[src/rtl/mem_arbiter.sv]
// Round-robin arbiter that shares one 32-bit request/ack memory port between
// instruction fetch and the load/store unit, with a per-access timeout.
module mem_arbiter #(
  parameter int TIMEOUT = 64
) (
  input  logic        i_clk,
  input  logic        i_rst,
  input  logic        i_if_req,
  input  logic [31:0] i_if_addr,
  output logic        o_if_ack,
  output logic [31:0] o_if_rdata,
  input  logic        i_ls_req,
  input  logic        i_ls_wren,
  input  logic [31:0] i_ls_addr,
  input  logic [31:0] i_ls_wdata,
  input  logic [3:0]  i_ls_bmask,
  output logic        o_ls_ack,
  output logic [31:0] o_ls_rdata,
  output logic        o_err,
  output logic [31:0] o_mem_addr,
  output logic [31:0] o_mem_wdata,
  output logic [3:0]  o_mem_bmask,
  output logic        o_mem_wren,
  output logic        o_mem_rden,
  input  logic [31:0] i_mem_rdata,
  input  logic        i_mem_ack,
  output logic        o_busy,
  output logic [1:0]  o_grant
);

  typedef enum logic [1:0] {IDLE, ACCESS, RESP} state_t;

  localparam logic [7:0] CNT_LAST = 8'(TIMEOUT - 1);

  state_t     state;
  logic       last_ls;   // 1 = load/store owned the previous transaction
  logic [7:0] cnt;
  logic       pick_ls;

  // A tie goes to whichever port did not win last time.
  always_comb begin
    pick_ls = i_ls_req & (~i_if_req | ~last_ls);
  end

  // NOTE: every register here is assigned with <= so all of them update from
  // the same pre-edge values; a blocking = would let later lines see new state.
  always_ff @(posedge i_clk) begin
    if (!i_rst) begin
      state       <= IDLE;
      last_ls     <= 1'b0;
      cnt         <= '0;
      o_if_ack    <= 1'b0;
      o_if_rdata  <= '0;
      o_ls_ack    <= 1'b0;
      o_ls_rdata  <= '0;
      o_err       <= 1'b0;
      o_mem_addr  <= '0;
      o_mem_wdata <= '0;
      o_mem_bmask <= '0;
      o_mem_wren  <= 1'b0;
      o_mem_rden  <= 1'b0;
      o_busy      <= 1'b0;
      o_grant     <= 2'b00;
    end else begin
      case (state)
        IDLE: begin
          if (i_if_req || i_ls_req) begin
            state   <= ACCESS;
            o_busy  <= 1'b1;
            cnt     <= '0;
            last_ls <= pick_ls;
            if (pick_ls) begin
              o_grant     <= 2'b10;
              o_mem_addr  <= i_ls_addr;
              o_mem_wdata <= i_ls_wdata;
              o_mem_bmask <= i_ls_wren ? i_ls_bmask : 4'b1111;
              o_mem_wren  <= i_ls_wren;
              o_mem_rden  <= ~i_ls_wren;
            end else begin
              o_grant     <= 2'b01;
              o_mem_addr  <= i_if_addr;
              o_mem_wdata <= '0;
              o_mem_bmask <= 4'b1111;
              o_mem_wren  <= 1'b0;
              o_mem_rden  <= 1'b1;
            end
          end
        end

        ACCESS: begin
          cnt <= cnt + 8'd1;
          // Ack wins over a timeout that expires in the same cycle.
          if (i_mem_ack || cnt == CNT_LAST) begin
            state      <= RESP;
            o_mem_wren <= 1'b0;
            o_mem_rden <= 1'b0;
            o_err      <= ~i_mem_ack;
            if (o_grant[0]) begin
              o_if_ack   <= 1'b1;
              o_if_rdata <= i_mem_ack ? i_mem_rdata : '0;
            end else begin
              o_ls_ack   <= 1'b1;
              o_ls_rdata <= (i_mem_ack && !o_mem_wren) ? i_mem_rdata : '0;
            end
          end
        end

        RESP: begin
          state      <= IDLE;
          o_if_ack   <= 1'b0;
          o_if_rdata <= '0;
          o_ls_ack   <= 1'b0;
          o_ls_rdata <= '0;
          o_err      <= 1'b0;
          o_busy     <= 1'b0;
          o_grant    <= 2'b00;
        end

        default: state <= IDLE;
      endcase
    end
  end

endmodule

[config.mk]
export PLATFORM = sky130hd
export DESIGN_NAME = mem_arbiter
export DESIGN_NICKNAME = d
export VERILOG_FILES = /design/src/rtl/mem_arbiter.sv
export SDC_FILE = /design/constraint.sdc
export NUM_CORES = 1
export LEC_CHECK = 0
export CORE_MARGIN = 2
export CORE_UTILIZATION = 44
export DETAILED_ROUTE_END_ITERATION = 7
export HOLD_SLACK_MARGIN = 0.1
export PLACE_DENSITY_LB_ADDON = 0.15
export SLEW_MARGIN = 20
export SYNTH_ARGS = -nofsm -noshare
export SYNTH_HDL_FRONTEND = slang
export SYNTH_SLANG_ARGS = --single-unit
[constraint.sdc]
create_clock -name i_clk -period 2.8 [get_ports i_clk]
set_clock_uncertainty 0.05 [all_clocks]
set_input_delay 0.56 -clock i_clk [delete_from_list [all_inputs] [get_ports i_clk]]
set_output_delay 0.56 -clock i_clk [all_outputs]
set_load 0.01 [all_outputs]
Word level (Yosys, flattened, before mapping)
Index checks and enable logic that the tools add are counted.

storage, ports and cells
  word-level logic and storage cells = 82
  output and inout port bits = 140
  bits of input ports = 138
  register bits = 151

operators by class
  $add $sub $neg = 1
  equality and inequality tests = 7
  reductions and logical operators = 16
  multiplexer cells = 37
  bitwise logic cells = 6

operators with widths
  kind                                                 number
  2-to-1 mux 32 bit                                    8
  case mux 32 bit (2 select lines)                     2
  case mux 8 bit (2 select lines)                      1
  case mux 1 bit (2 select lines)                      6
  2-to-1 mux 1 bit                                     11
  AND reduction 2 bit                                  5
  AND reduction 3 bit                                  3
  adder 8 x 1 -> 8 bit, second input constant          1
  equality test 8 x 6 -> 1 bit, second input constant  1
  2-to-1 mux 2 bit                                     4
  2-to-1 mux 4 bit                                     2
  2-to-1 mux 8 bit                                     1
  inequality test 2 bit, second input constant         4
  case mux 2 bit (2 select lines)                      2
  nonzero test 2 bit                                   3
  NOT 1 bit                                            4
  equality test 2 x 1 -> 1 bit, second input constant  1
  equality test 2 bit, second input constant           1
  zero test 2 bit                                      1
  logical OR 1 bit                                     2
  AND 1 bit                                            1
  logical AND 1 bit                                    1
  zero test 1 bit                                      1
  OR 1 bit                                             1

Depth between registers and ports, before layout
Gate-level depths: netlist (run 1).

  word-level depth = 6
  depth in mapped cells = 6
  depth with buffers taken out = 5

Least setup slack after synthesis (run 1)
No wires, ideal clock.

  kind = register to register
  start = reg cnt[0]
  end = reg o_ls_rdata[10]
  required time = 2.633 ns
  setup slack = 1.064 ns
  data arrival time = 1.569 ns
  setup time = 0.117 ns
  stages on the path, launching flop included = 7
  clock period less this slack = 1.736 ns
  buffers on the path = 1
  cells stage by stage = dfxtp_1 -> ha_1 -> nor3b_1 -> a21o_1 -> a31oi_1 -> buf_2 -> a22o_1

between the ends
  longest elaborated chain between the ends = 4

RTL lines
  what                                    line  text
  from (decl)                             37    logic [7:0] cnt;
  from (signal assigned)                  91    cnt <= cnt + 8'd1;
  equality test 8 x 6 -> 1 bit            93    if (i_mem_ack || cnt == CNT_LAST) begin
  logical OR 1 bit                        93
  inequality test 2 bit (no source line)  n/a
  AND reduction 3 bit (no source line)    n/a
  to (signal assigned)                    103   o_ls_rdata <= (i_mem_ack && !o_mem_wren) ? i_mem_rdata : '0;
  to (decl)                               18    output logic [31:0] o_ls_rdata,

Every way passes these cells.
A chain may end at the register's enable or synchronous reset.

Final worst setup path (run 1)
  start = reg o_grant[0]
  end = out o_grant[0]

RTL lines
  what                    line  text
  from (decl)             28    output logic [1:0] o_grant
  from (signal assigned)  63    o_grant <= 2'b00;
  from (signal assigned)  73    o_grant <= 2'b10;
  from (signal assigned)  80    o_grant <= 2'b01;

No word-level cell between the ends.

==> reports/results.txt, run 1 <==
Met2 Resource Use GR - 44.4%
Seq/Total Area, Yosys - 52.4%
GRT Overall Usage - 25.2%
Avg Inst Size Synth - 9.89 µm²
Synth cell types - 39
R2r worst-path depth - 6
Dpl ws - -0.0167 ns
Layout cell share with drive strength beyond 1 - 7.24%
Critical Path Start - o_grant[0]
Grt ovf - 0
Tcrit/Tclk final - 76.8%
Worst setup EP type - primary output
Hold depth - 1
Clk pin slew, worst setup/hold paths - 0.06 ns
Footprint of the multi-input gates - 2530 µm²
Cell count after synthesis - 583
Hold Vio Cnt, Final - 0
Synth Area in Adders - 0.217%
VDD IR-drop max - 0.427 mV
Antenna-violating nets left - 0
Design area - 9350 µm²
Final net count - 982
Synth Cell Area - 5770 µm²
Final setup violation count - 0
Largest net degree at the start of global routing - 75
Hpwl dp - 12.8 mm
Routability Congestion - 0.811
Status - completed
DP Area - 8690 µm²
Clock Tree Buf Depth - 2
Final Critical Period - 2.15 ns
CORE AREA - 12700 µm²
Crit path max fanout - 6
Cell-internal power - 4.41 mW
Net Switching - 1.39 mW
Synth Area in Simple Gates - 11.5%
Max Slew Vio Count - 0
Met3 Usage GRT - 8.35%
CP Class - reg -> out
Fillcell total - 975
First-pass GRT wire length - 28.7 mm
Worst-Skew Late Latency - 0.41 ns
FF-to-FF setup slack - 0.72 ns
Largest delay share family, worst path - buffers and inverters
Clock net sink count - 151
Worst Tran Pin Value - 0.617 ns
Die area - 14000 µm²
R2R Path Start - cnt[0]
Die H - 118 µm
Commonest non-fill, non-tap cells in the layout - clkdlybuf4s50_1, dfxtp_1, a21oi_1, o21ai_0, nor2b_1
Crit path cell chain - clkdlybuf4s50_1
LEAKAGE - 3.44 nW
DRC violation count after routing - 0
Syn Nets - 722
Comb pwr share - 17.7%
Met1 usage - 28.0%
Post-cts resize count - 0
Hold Buf Count CTS - 0
Hold_sp - o_ls_rdata[0]
Antenna violations before repair - 0
Wire per inst - 17.7 µm
Area delta synth->final - 62.2%
Multiplexer area fraction after synthesis - 5.90%
CP required - 2.19 ns
Xor/xnor cell area share of the yosys netlist - 0%
Most common cell after layout, fill and taps aside - clkdlybuf4s50_1
Routed vias - 5631
CP Launch Type - flop
Post-synth EDFFs - 0
CTS root buf - clkbuf_16
Busiest grt layer - met2
Initial Utilization - 45.3%
Main synth FF type - dfxtp_1
Synth Register Bits - 151
Clock Power Share - 41.4%
Compound-Gate Fraction of Synth Area - 25.7%
Final worst setup slack - 0.651 ns
RSZ-0062 raised after global routing - false
Max Clk Rate - 465 MHz
Initial DRC count - 366
DR vias/cell - 5.48
H-tree levels - 4
Die X - 118 µm
Pwr Density - 621 nW/µm²
Sw frac - 24.0%
Reg2reg end - o_ls_rdata[8]
Main combinational cell family by area after synthesis - compound AO/OA/AOI/OAI gates
MaxCap Viol Count - 0
Critical-path top delay cell - clkdlybuf4s50_1
Num CTS Buffers - 17
Sequential Power Share - 40.9%
Worst Path Buf+Inv - 1
CP max stage delay - 0.64 ns
Number of global-route vias before repair - 5610
Synth warnings - 0
Post-CTS Repair Setup Buffers - 0
Antenna fix cells - 0
WHS Endpoint - o_ls_rdata[0]
Drt pass-1 iters - 4
Num ports - 278
HP Class - reg -> reg
WP data arrival - 1.54 ns
Row Count - 41
Worst slew margin - 58.8%
Final WL - 18.2 mm
Synth area leaders - dfxtp_1, mux2i_1, a21oi_1, a22o_1, a211oi_1
Yosys top cell area share - 52.4%
Synth area leader - dfxtp_1
CTS tree - yes
# port buffers - 277
Register area - 3020 µm²
Post-synth ARST share - 0%
==> logic make-up after synthesis <==
family / Yosys count
adder cells (fa/ha/maj): 1
flip-flops: 151
buffers and inverters: 56
AND/OR/NAND/NOR: 116
AO/OA/AOI/OAI: 225
multiplexers: 34
==> per-stage QoR <==
stage                     power [mW]  TNS [ns]  util, %  instances  hold slack (ns)
after floorplan                 2.84         0        -        583            0.407
after global placement          3.40         0     68.3        994            0.405
after detailed placement        3.43   -0.0549     68.3        994            0.404
after CTS                       5.83         0     73.3       1026            0.423
after global routing            6.03         0     73.5       1028            0.432
final                           5.80         0     73.5       1028            0.421
==> cell usage after synthesis (2+ instances only) <==
cell,n
nand2_1,14
or2_1,2
inv_1,3
mux2i_1,34
nand3_1,9
o221a_2,5
nand2b_1,3
clkbuf_1,23
nor2b_1,37
a22o_1,32
nor2_1,5
a22oi_1,32
buf_2,29
dfxtp_1,151
a31oi_1,4
nor3_1,33
a21boi_0,5
a21oi_1,66
a211oi_1,32
nand4_1,4
o211ai_1,4
o21ai_0,39
==> registers in the layout, summed over array words and instances (netlist names), 2 cells and up <==
register,cells
o_ls_rdata,32
o_grant,2
o_mem_bmask,4
o_mem_wdata,32
cnt,8
state,2
o_if_rdata,32
o_mem_addr,32
==> per-layer routing <==
metal,up-vias,wire length (µm)
li1,2696,-
met1,2692,7240
met2,216,9250
met3,27,1340
met4,0,405
met5,-,0
==> power by group through the flow <==
stage               registers [mW]  logic (mW)  clock network (mW)
global placement              2.41       0.991                   0
global route                  2.39        1.10                2.54
detailed placement            2.41        1.02                   0
CTS                           2.37        1.02                2.44
finish                        2.37        1.03                2.40
floorplan                     2.46       0.371                   0
==> layout make-up <==
cell class	count	area share, %
tap	172	2.30
sequential	151	32.3
multi-input combinational	376	27.0
inverter	4	0.161
timing repair buffer	293	31.4
clock buffer	24	5.58
clock inverter	8	1.23
==> worst max path at each step <==
stage / to / slack (ns) / depth (start not counted)
2_1_floorplan: o_ls_rdata[10] / 1.06 / 6
3_3_place_gp: o_mem_wdata[11] / 0.17 / 5
3_5_place_dp: o_mem_wdata[19] / -0.02 / 5
4_1_cts: o_mem_wdata[7] / 0.38 / 5
5_1_grt: o_mem_bmask[3] / 0.56 / 5
6_report: o_grant[0] / 0.65 / 1
Note: power is estimated with default switching activity, not from simulation.
==> inputs of run 2 (changes only) <==
Settings changed: CORE_UTILIZATION 44 to 41.
Clock period 2.8 ns to 2.2 ns, I/O delays scaled along.
==> run 2 against run 1 <==
Compared with the run above:
- via count is 0.82% lower
- clock-buffer cell count is 4 lower
- sequential cell count stayed put
- sequential share of layout area is 0.33 points lower
- die area is 7.1% higher
==> reports/results.txt, run 2 (synthesis results as in run 1) <==
Met3 Usage GRT - 8.32% (-0.032 points)
Worst Tran Pin Value - 0.446 ns (-0.172 ns)
Pwr Total - 7.44 mW (+28%)
Die area - 15000 µm² (+7.1%)
RSZ-0062 raised after global routing - false
Worst slew margin - 70.2% (+11 points)
Num ports - 278 (unchanged)
Wire per inst - 17.4 µm (-1.9%)
First-pass GRT wire length - 27.9 mm (-2.8%)
Dpl ws - -0.00896 ns (+0.00775 ns)
CTS root buf - clkbuf_16
DRC violation count after routing - 0 (unchanged)
Post-CTS Repair Setup Buffers - 0 (unchanged)
# port buffers - 277 (unchanged)
Row Count - 43 (+4.9%)
H-tree levels - 4 (unchanged)
Critical-path top delay cell - clkdlybuf4s50_1
Hpwl dp - 12.7 mm (-1.1%)
Crit path max fanout - 6 (unchanged)
CP Launch Type - flop
Clk pin slew, worst setup/hold paths - 0.06 ns (about the same)
Clock Tree Buf Depth - 2 (unchanged)
Commonest non-fill, non-tap cells in the layout - clkdlybuf4s50_1, dfxtp_1, a21oi_1, o21ai_0, nor2b_1
Final worst setup slack - 0.161 ns (-0.489 ns)
MaxCap Viol Count - 0 (unchanged)
LEAKAGE - 3.46 nW (+0.67%)
DR vias/cell - 5.37 (-2.0%)
Clock net sink count - 151 (unchanged)
Met2 Resource Use GR - 40.8% (-3.6 points)
Max Slew Vio Count - 0 (unchanged)
Busiest grt layer - met2
Number of global-route vias before repair - 5438 (-3.1%)
R2R Path Start - cnt[0]
CP max stage delay - 0.64 ns (about the same)
Final net count - 986 (+0.41%)
GRT Overall Usage - 23.8% (-1.3 points)
Hold Vio Cnt, Final - 0 (unchanged)
Die H - 123 µm (+3.5%)
R2r worst-path depth - 7 (+1)
CORE AREA - 13800 µm² (+8.7%)
WP data arrival - 1.55 ns (about the same)
Routed vias - 5585 (-0.82%)
HP Class - reg -> reg
Largest delay share family, worst path - buffers and inverters
Num CTS Buffers - 17 (unchanged)
Worst Path Buf+Inv - 1 (unchanged)
Pwr Density - 788 nW/µm² (+27%)
Tcrit/Tclk final - 92.7%
Worst Setup EP - o_grant[0]
Worst setup EP type - primary output
Max Clk Rate - 491 MHz
CP Class - reg -> out
VDD IR-drop max - 0.507 mV (+19%)
Largest net degree at the start of global routing - 69 (-8.0%)
FF-to-FF setup slack - 0.35 ns (-0.37 ns)
Routability Congestion - 0.780 (-3.9%)
Layout cell share with drive strength beyond 1 - 7.56% (+0.32 points)
Status - completed
Antenna fix cells - 0 (unchanged)
Initial DRC count - 267 (-27%)
Grt ovf - 0 (unchanged)
Fillcell total - 1060 (+8.7%)
Most common cell after layout, fill and taps aside - clkdlybuf4s50_1
Hold Buf Count CTS - 0 (unchanged)
Placed cells - 1008 (+1.4%)
Initial Utilization - 41.7% (-3.6 points)
Final WL - 18.1 mm (-0.79%)
Final setup violation count - 0 (unchanged)
Drt pass-1 iters - 4 (unchanged)
Post-cts resize count - 0 (unchanged)
Final hold slack - 0.418 ns (-0.00305 ns)
CTS tree - yes
Final std cells w/o fill - 1040 (+1.2%)
Met1 usage - 27.4% (-0.67 points)
Reg2reg end - o_if_rdata[19]
Area delta synth->final - 63.9%
CP required - 1.71 ns (-0.48 ns)
Crit path cell chain - clkdlybuf4s50_1
Antenna-violating nets left - 0 (unchanged)
Worst-Skew Late Latency - 0.41 ns (about the same)
Die X - 123 µm (+3.5%)
WP depth - 1 (unchanged)
Antenna violations before repair - 0 (unchanged)
Final Critical Period - 2.04 ns
Critical Path Start - o_grant[0]
-- run 2: cell count changes in the layout (fill, tap and decap cells not counted), sizes merged --
cell and delta:
buf +4, bufinv +1, clkinvlp +3, clkbuf -4
-- run 2: tightest hold or removal path: cells and delay by family, from the launching register on --
family	cells	cell delay, ns
AO/OA/AOI/OAI	1	0.06
flip-flops	1	0.31
AND/OR/NAND/NOR	1	0.05
-- run 2: final cells by class --
cell class                      count  area (µm²)  share of cell area (%)
Clock inverter                     12         175                    1.85
Tap cell                          180         225                    2.38
Multi-Input combinational cell    376        2530                    26.8
Timing Repair Buffer              297        3020                    31.9
Inverter                            4        15.0                   0.159
Sequential cell                   151        3020                    32.0
Clock buffer                       20         457                    4.83
-- run 2: how the worst min path moves through the flow --
stage	from	end	slack, ns	depth (start not counted)
floorplan	cnt[5]	cnt[5]	0.41	1
detailed placement	o_ls_rdata[2]	o_ls_rdata[2]	0.41	1
global route	o_ls_rdata[19]	o_ls_rdata[19]	0.43	1
global placement	o_ls_rdata[21]	o_ls_rdata[21]	0.41	1
finish	o_busy	o_busy	0.42	2
CTS	o_ls_rdata[22]	o_ls_rdata[22]	0.42	1
-- run 2: where the power goes --
part | internal [mW] | switching, mW
registers | 2.91 | 0.104
logic | 0.735 | 0.599
clock network | 1.96 | 1.14
total | 5.60 | 1.84
-- run 2: stage by stage --
stage                     setup TNS, ns  utilization [%]  cell area [µm²]
final                                 0             68.3             9450
after global routing                  0             68.3             9450
after CTS                             0             68.3             9450
after detailed placement       -0.00896             63.8             8820
after global placement                0             63.8             8820
after floorplan                       0                -             5770
-- run 2: per-layer routing --
metal	wire, µm	part of all wire (%)
met5	0	0
met4	435	2.4
met3	1420	7.9
met2	9130	50
met1	7110	39
==> inputs of run 3 (changes only) <==
Settings changed: RECOVER_POWER set to 100.
==> run 3 against run 2 <==
Compared with the run above:
- critical path depth did not move
- sequential share of layout area rose by 0.098 points
- worst hold slack got worse by 0.0037 ns
- clock-buffer cell count did not move
- worst setup slack improved by 0.00084 ns
- sequential power barely moved
- final area fell by 0.30%
- maximum frequency barely moved
- cell count did not move
- sequential cell count did not move
- global-route usage did not move
- non-clock buffer count did not move
- critical endpoint unchanged
- largest cell class unchanged
==> reports/results.txt, run 3 (synthesis results as in run 1) <==
Hold depth - 2 (unchanged)
CORE AREA - 13800 µm² (unchanged)
Drt pass-1 iters - 4 (unchanged)
First-pass GRT wire length - 27.9 mm (unchanged)
Max Clk Rate - 491 MHz (about the same)
Hold Buf Count CTS - 0 (unchanged)
Status - completed
Routability Congestion - 0.780 (unchanged)
Commonest non-fill, non-tap cells in the layout - dfxtp_1, dlygate4sd3_1, clkdlybuf4s50_1, a21oi_1, o21ai_0
Antenna fix cells - 0 (unchanged)
H-tree levels - 4 (unchanged)
Final WL - 18.0 mm (-0.60%)
FF-to-FF setup slack - 0.24 ns (-0.11 ns)
Die area - 15000 µm² (unchanged)
Max Slew Vio Count - 0 (unchanged)
Final setup violation count - 0 (unchanged)
Worst-Skew Late Latency - 0.41 ns (about the same)
DR top layer - met4
Final Critical Period - 2.04 ns (-0.000844 ns)
Row Count - 43 (unchanged)
# port buffers - 277 (unchanged)
Routed vias - 5537 (-0.86%)
Worst Tran Pin Value - 0.598 ns (+0.152 ns)
Hpwl dp - 12.7 mm (unchanged)
R2R Path Start - cnt[0]
HP Class - reg -> reg
Layout cell share with drive strength beyond 1 - 7.44% (-0.12 points)
Worst setup EP type - primary output
VDD IR-drop max - 0.510 mV (+0.44%)
Met2 WL post-DR - 9.03 mm (-1.1%)
Util after Layout - 68.1% (-0.21 points)
RSZ-0062 raised after global routing - false
Grt ovf - 0 (unchanged)
Clk pin slew, worst setup/hold paths - 0.06 ns (about the same)
Hold_sp - o_busy
Hold Vio Cnt, Final - 0 (unchanged)
Crit path max fanout - 6 (unchanged)
Antenna violations before repair - 0 (unchanged)
Critical-path top delay cell - clkdlybuf4s50_1
MaxCap Viol Count - 0 (unchanged)
Num ports - 278 (unchanged)
Metal-1 WL - 7.06 mm (-0.73%)
Worst Path Buf+Inv - 1 (unchanged)
R2r worst-path depth - 6 (-1)
WHS Endpoint - o_busy
WP depth - 1 (unchanged)
WP data arrival - 1.55 ns (about the same)
Die X - 123 µm (unchanged)
Pwr Density - 781 nW/µm² (-0.83%)
Largest net degree at the start of global routing - 69 (unchanged)
GRT Overall Usage - 23.8% (unchanged)
Post-cts resize count - 0 (unchanged)
CP Class - reg -> out
DRC violation count after routing - 0 (unchanged)
CP Launch Type - flop
Met3 routed WL - 1.49 mm (+4.7%)
CP max stage delay - 0.64 ns (about the same)
Final net count - 986 (unchanged)
Clock Tree Buf Depth - 2 (unchanged)
Clock net sink count - 151 (unchanged)
Most common cell after layout, fill and taps aside - dfxtp_1
Worst slew margin - 60.2% (-10 points)
LEAKAGE - 3.86 nW (+11%)
Die H - 123 µm (unchanged)
CP required - 1.71 ns (about the same)
Number of global-route vias before repair - 5438 (unchanged)
DR vias/cell - 5.32 (-0.86%)
CTS root buf - clkbuf_16
Crit path cell chain - clkdlybuf4s50_1
Final std cells w/o fill - 1040 (unchanged)
Wire per inst - 17.3 µm (-0.60%)
Reg2reg end - o_ls_rdata[8]
Antenna-violating nets left - 0 (unchanged)
Area delta synth->final - 63.4%
Num CTS Buffers - 17 (unchanged)
Placed cells - 1008 (unchanged)
Initial DRC count - 261 (-2.2%)
Largest delay share family, worst path - buffers and inverters
Post-CTS Repair Setup Buffers - 0 (unchanged)
Tcrit/Tclk final - 92.6% (about the same)
Initial Utilization - 41.7% (unchanged)
CTS tree - yes
[run 3: changes by cell type in the layout (fill, tap and decap cells not counted), sizes merged]
cell / before / now
dlygate4sd3: 0 / 140
clkdlybuf4s50: 276 / 136
clkbuf: 20 / 22
buf: 21 / 19
[run 3: worst register-to-register path: stages, from the launching register on]
cell and delay, ns:
dfxtp_1 0.41, ha_1 0.23, nor3b_1 0.26, a21o_1 0.21, a31oi_2 0.09, clkbuf_4 0.32, a22o_1 0.28
[run 3: worst max-delay path by stage]
stage               start        endpoint  slack, ns
3_3_place_gp     i_if_req      o_grant[0]       0.08
5_1_grt        o_grant[0]      o_grant[0]       0.09
3_5_place_dp     i_if_req  o_mem_wdata[1]     -0.009
6_report       o_grant[0]      o_grant[0]       0.16
4_1_cts        o_grant[0]      o_grant[0]       0.13
2_1_floorplan      cnt[0]  o_ls_rdata[10]       0.46
[run 3: final cells by class]
cell class,instances,area [µm²]
well taps,180,225
multi-input cells,376,2530
fillers,1066,4410
clock inverters,12,175
inverters,4,15.0
clock buffers,20,457
repair buffers,297,2990
flip-flops and latches,151,3020
[run 3: metrics by stage]
stage          TNS (ns)  hold WS [ns]  setup slack, ns  instance area (µm²)  total power [mW]
2_1_floorplan         0         0.407            0.464                 5770              3.61
3_3_place_gp          0         0.406           0.0798                 8820              4.37
3_5_place_dp   -0.00896         0.405         -0.00896                 8820              4.40
4_1_cts               0         0.424            0.128                 9450              7.51
5_1_grt               0         0.427           0.0873                 9420              7.66
6_report              0         0.414            0.162                 9420              7.36
[run 3: routing by layer]
layer  vias to the layer above  GRT usage [%]
li1                       2690              -
met1                      2600           27.4
met2                       218           40.8
met3                        29           8.32
met4                         0           8.98
met5                         -              0
[run 3: report_power, final]
part           switching [mW]  internal (mW)  total [mW]
Sequential             0.0956           2.91        3.01
Combinational           0.595          0.663        1.26
Clock                    1.14           1.96        3.09
==> patch 1, RTL diff (flow settings as in run 3) <==
Put one more register stage on the output `o_err`, cleared by the reset. The value now appears one clock later. The other outputs are not delayed to match.
--- a/src/rtl/mem_arbiter.sv
+++ b/src/rtl/mem_arbiter.sv
@@ -34,2 +34,4 @@
 
+  logic o_err_s0;
+
   state_t     state;
@@ -55,3 +57,3 @@
       o_ls_rdata  <= '0;
-      o_err       <= 1'b0;
+      o_err_s0    <= 1'b0;
       o_mem_addr  <= '0;
@@ -96,3 +98,3 @@
             o_mem_rden <= 1'b0;
-            o_err      <= ~i_mem_ack;
+            o_err_s0   <= ~i_mem_ack;
             if (o_grant[0]) begin
@@ -113,3 +115,3 @@
           o_ls_rdata <= '0;
-          o_err      <= 1'b0;
+          o_err_s0   <= 1'b0;
           o_busy     <= 1'b0;
@@ -123,2 +125,10 @@
 
+  always_ff @(posedge i_clk) begin
+    if (!i_rst) begin
+      o_err <= '0;
+    end else begin
+      o_err <= o_err_s0;
+    end
+  end
+
 endmodule
Formal check against the unedited RTL: same outputs for any inputs over 4 cycles, from zero or initial values and one cycle with i_rst low; that may be too few to reach the edited logic, so the function may still have changed.
==> patch 1 against run 3 <==
- final area grew 1.2%
- synthesized area grew 5.5%
- worst setup slack lost 0.010 ns
- hold slack lost 0.011 ns
- die area grew 5.3%
- sequential share of layout area shrank 0.18 points
- routed wire length shrank 2.8%
- synthesized cell count grew 0.34%
- sequential cell count grew 1
- power shrank 2.5%
- register-to-register slack lost 0.05 ns
==> patch 1: results (changes against run 3) <==
Critical path
The end of the worst register-to-register path is o_ls_rdata[16]. The peak fanout along the critical path is 7 (+1). The minimum setup slack among reg-to-reg paths is 0.19 ns (-0.05 ns). The start of the worst register-to-register path is state[0]. The depth of the worst register-to-register path is 5 (-1).

GRT
The all-layer global routing usage is 22.04% (-1.8 points). The maximum number of pins on one net before global-route repair is 55 (-20%). The number of global-route vias before repair is 5775 (+6.2%). The wire length of the first global-routing pass came to 28380 um (+1.8%).

Final layout
The net total in the final layout is 990 (+0.41%). The number of fillers in the final layout was 1190 (+12%). The share of post-route cells with drive strength above 1 was 12.38% (+4.9 points). The number of standard cells in the layout, taps in and fillers out is 1048 (+0.77%).

Timing
The remaining max-slew budget at the tightest pin came to 62.79% (+2.6 points). The worst slack on hold paths is 0.4026 ns (-0.01131 ns).

Power and ir drop
The worst-case vdd ir drop is 0.0005630 V (+10%). The leakage power figure is 3.888 nW (+0.78%). The power per standard cell area is 752.2 nW/um^2 (-3.7%).

Yosys
The fraction of post-synthesis cell area in the top cell type by area is 50.01% (-2.4 points). The adder-cell share of the synthesized area came to 0.2056% (-0.011 points). The commonest cells after synthesis are dfxtp_1 (152), a21oi_1 (75), o21ai_0 (34). The post-synthesis compound-gate area fraction came to 27.25% (+1.5 points). Yosys attributes the largest share of cell area to dfxtp_1 (50%), a21oi_1 (6.2%), a22oi_2 (5.8%). The number of distinct library cell variants in the gate-level netlist after synthesis is 47 (+21%). The synthesized net count is 724 (+0.28%). The share of the yosys chip area belonging to registers is 50.01% (-2.4 points). The proportion of synthesized area in mux cells was 5.449% (-0.45 points). The average cell area after synthesis is 10.40 sq um (+5.2%).

Detailed routing
The total number of vias is 5564 (+0.49%). The routed wirelength normalized by instance count was 16.69 um (-3.5%). The iteration-0 DRC count of the detailed router is 352 (+35%). The detailed-router iteration count before antenna repair was 4 (unchanged).

Run status
The flow ran to the end, and the final reports show no timing, DRC or antenna violations.

Placed design
The cell area after placement is 9032 sq um (+2.5%). The worst setup timing slack at the placement stage is -0.07083 ns (-0.06187 ns). The final weighted congestion of routability-driven global placement is 0.8596 (+10%). The final HPWL from detailed placement is 12640 um (-0.37%).

Clocking
The clock transition at the registers of the reported paths came to 0.06 ns (about the same).

Worst hold path
The depth of the worst hold-timing path came to 2 (unchanged).
## patch 1: cell count changes after synthesis, sizes merged, moves of 3 or more
cell,change
nor2b,-36
inv,-3
nand2,-3
a21boi,-5
a21oi,+9
nand4,-3
nor2,+39
and3,+3
clkbuf,-6
o21ai,-5
buf,+10
## patch 1: routing by layer
| layer | routed length (um) | track usage [%] | vias up |
|---|---|---|---|
| li1 | - | - | 2705 |
| met1 | 7009 | 24.93 | 2633 |
| met2 | 9004 | 39.33 | 196 |
| met3 | 1122 | 6.372 | 30 |
| met4 | 358 | 8.339 | 0 |
| met5 | 0 | 0 | - |
## patch 1: where the power goes
part           leakage, nW  total, mW  internal, mW  switching (mW)
combinational         2.36       1.30         0.682           0.621
sequential            1.24       3.04          2.93           0.105
clock                0.286       2.83          1.75            1.08
total                 3.89       7.17          5.36            1.81
## patch 1: cells by family (layout without fill, tap and decap cells)
logic type | count (synthesis) | count (layout)
AO/OA/AOI/OAI | 227 | 227
adder cells (fa/ha/maj) | 1 | 1
buffers and inverters | 57 | 336
flip-flops | 152 | 152
multiplexers | 33 | 33
AND/OR/NAND/NOR | 115 | 115
## patch 1: layout make-up
type,instances,share of cell area (%)
multi-input combinational,376,27.65
clock buffer,23,5.013
clock inverter,9,1.024
tap,184,2.415
inverter,1,0.03937
sequential,152,31.92
timing repair buffer,303,31.94
## patch 1: worst max path at each step
stage	depth (start not counted)	end	slack, ns	start
after floorplan	6	o_ls_rdata[0]	0.62	cnt[0]
after CTS	1	o_grant[0]	0.13	o_grant[0]
after global placement	6	o_mem_wdata[31]	-0.02	i_if_req
final	1	o_grant[0]	0.15	o_grant[0]
after global routing	5	o_ls_rdata[16]	0.05	state[0]
after detailed placement	6	o_mem_wdata[12]	-0.07	i_ls_req
## patch 1: worst register-to-register path: cells and delay by family, from the launching register on
family / cells / cell delay, ns
flip-flops: 1 / 0.59
buffers and inverters: 1 / 0.23
AND/OR/NAND/NOR: 3 / 0.91
AO/OA/AOI/OAI: 1 / 0.16
==> patch 2, RTL diff (settings of run 3) <==
Without the edit above. The parameter `TIMEOUT` goes from 64 to 32.
--- a/src/rtl/mem_arbiter.sv
+++ b/src/rtl/mem_arbiter.sv
@@ -3,3 +3,3 @@
 module mem_arbiter #(
-  parameter int TIMEOUT = 64
+  parameter int TIMEOUT = 32
 ) (
Behaviour: same outputs for any inputs over 4 cycles, from zero or initial values and one cycle with i_rst low; that may be too few to reach the edited logic, so the function may still have changed.
==> patch 2 against run 3 <==
- synthesized area up 0.39%
- final area down 1.2%
- first-iteration DRC count increased by 18%
- critical path type unchanged
- power down 4.8%
- sequential cell count stayed put
- final cell count is 0.77% lower
- routed wire length down 4.9%
- register-to-register slack got worse by 0.02 ns
- worst setup slack better by 0.041 ns
==> patch 2: results (changes against run 3) <==
Run status
The flow ran to the end, and the final reports show no timing, DRC or antenna violations.

Clocking
The number of gates resized after cts is 0 (unchanged).

Yosys
The proportion of synthesized area in mux cells is 5.707% (-0.20 points). The xor and xnor area share after synthesis is 0% (unchanged). By count the netlist is led by dfxtp_1 (151), a21oi_1 (70), nor2b_1 (37). The share of the yosys chip area belonging to registers is 52.23% (-0.20 points). The number of distinct library cell variants in the gate-level netlist after synthesis was 46 (+18%). The synthesized net count came to 718 (-0.55%). The adder-cell share of the synthesized area was 0.2162% (-0.00084 points). By area the synthesized netlist is led by dfxtp_1 (52%), a21oi_1 (6.1%), mux2i_1 (5.7%).

GRT
The maximum number of pins on one net before global-route repair was 90 (+30%). The all-layer global routing usage is 22.09% (-1.8 points). The initial antenna violation count is 1 (+1). The wire length of the first global-routing pass is 26120 um (-6.3%).

Power and ir drop
The switching power as a share of total power came to 24.47% (-0.37 points). The worst-case vdd ir drop is 0.0004935 V (-3.2%). The leakage power figure is 3.809 nW (-1.3%).

Final layout
The net total in the final layout is 977 (-0.91%). The share of post-route cells with drive strength above 1 is 6.816% (-0.63 points).

Timing
The remaining max-slew budget at the tightest pin came to 53.76% (-6.4 points).

Detailed routing
The iteration-0 DRC count of the detailed router is 309 (+18%). The routed wirelength normalized by instance count is 16.57 um (-4.2%). The number of vias per cell was 5.298 (-0.48%).

Critical path
The peak fanout along the critical path came to 7 (+1). The endpoint arrival time on the critical path is 1.51 ns (-0.04 ns). The stage delay of the slowest cell on the critical path is 0.67 ns (+0.03 ns). The slowest library cell on the worst path is dlygate4sd3_1.

Placed design
The final HPWL from detailed placement is 12080 um (-4.8%). The worst setup timing slack at the placement stage was -0.01725 ns (-0.008290 ns). The final weighted congestion of routability-driven global placement is 0.7662 (-1.7%).
## patch 2: area by class of cell
type                    instances  area (sq um)
inverters                       1         3.754
flip-flops and latches        151          3023
diodes                          1         2.502
repair buffers                295          2965
well taps                     180         225.2
fillers                      1076          4522
multi-input cells             372          2495
clock buffers                  20         436.7
clock inverters                12         153.9
## patch 2: power by group through the flow
| stage | clock [mW] | combinational, mW | sequential (mW) |
|---|---|---|---|
| after global placement | 0 | 1.18 | 3.04 |
| final | 2.89 | 1.14 | 2.98 |
| after detailed placement | 0 | 1.21 | 3.04 |
| after floorplan | 0 | 0.439 | 3.10 |
| after CTS | 2.96 | 1.21 | 2.98 |
| after global routing | 3.09 | 1.23 | 2.99 |
## patch 2: layer usage
metal  part of all wire (%)  wire length, um  vias up  GRT usage [%]
met1                     42             7124     2561          26.65
met4                    1.8              310        0          8.477
met3                    8.2             1409       25          7.481
li1                       -                -     2673              -
met5                      0                0        -              0
met2                     48             8261      209          36.26
## patch 2: stage by stage
| step | std cells | hold slack [ns] | instance area [sq um] |
|---|---|---|---|
| after global placement | 999 | 0.3994 | 8741 |
| after global routing | 1032 | 0.4366 | 9305 |
| after detailed placement | 999 | 0.4085 | 8741 |
| after CTS | 1031 | 0.4192 | 9331 |
| after floorplan | 579 | 0.3873 | 5788 |
| final | 1032 | 0.4165 | 9305 |
## patch 2: worst paths after layout
| check | from | end | slack, ns | cells after the start |
|---|---|---|---|---|
| min reg2reg | o_err | o_err | 0.42 | 2 |
| max | o_grant[0] | o_grant[0] | 0.20 | 1 |
| max reg2reg | state[1] | o_mem_addr[21] | 0.22 | 5 |
| min | o_err | o_err | 0.42 | 2 |
## patch 2: logic make-up (layout without fill, tap and decap cells)
family / count (synthesis) / after routing
buffers and inverters: 56 / 328
multiplexers: 33 / 33
AND/OR/NAND/NOR: 113 / 113
adder cells (fa/ha/maj): 1 / 1
flip-flops: 151 / 151
AO/OA/AOI/OAI: 225 / 225
other: 0 / 1
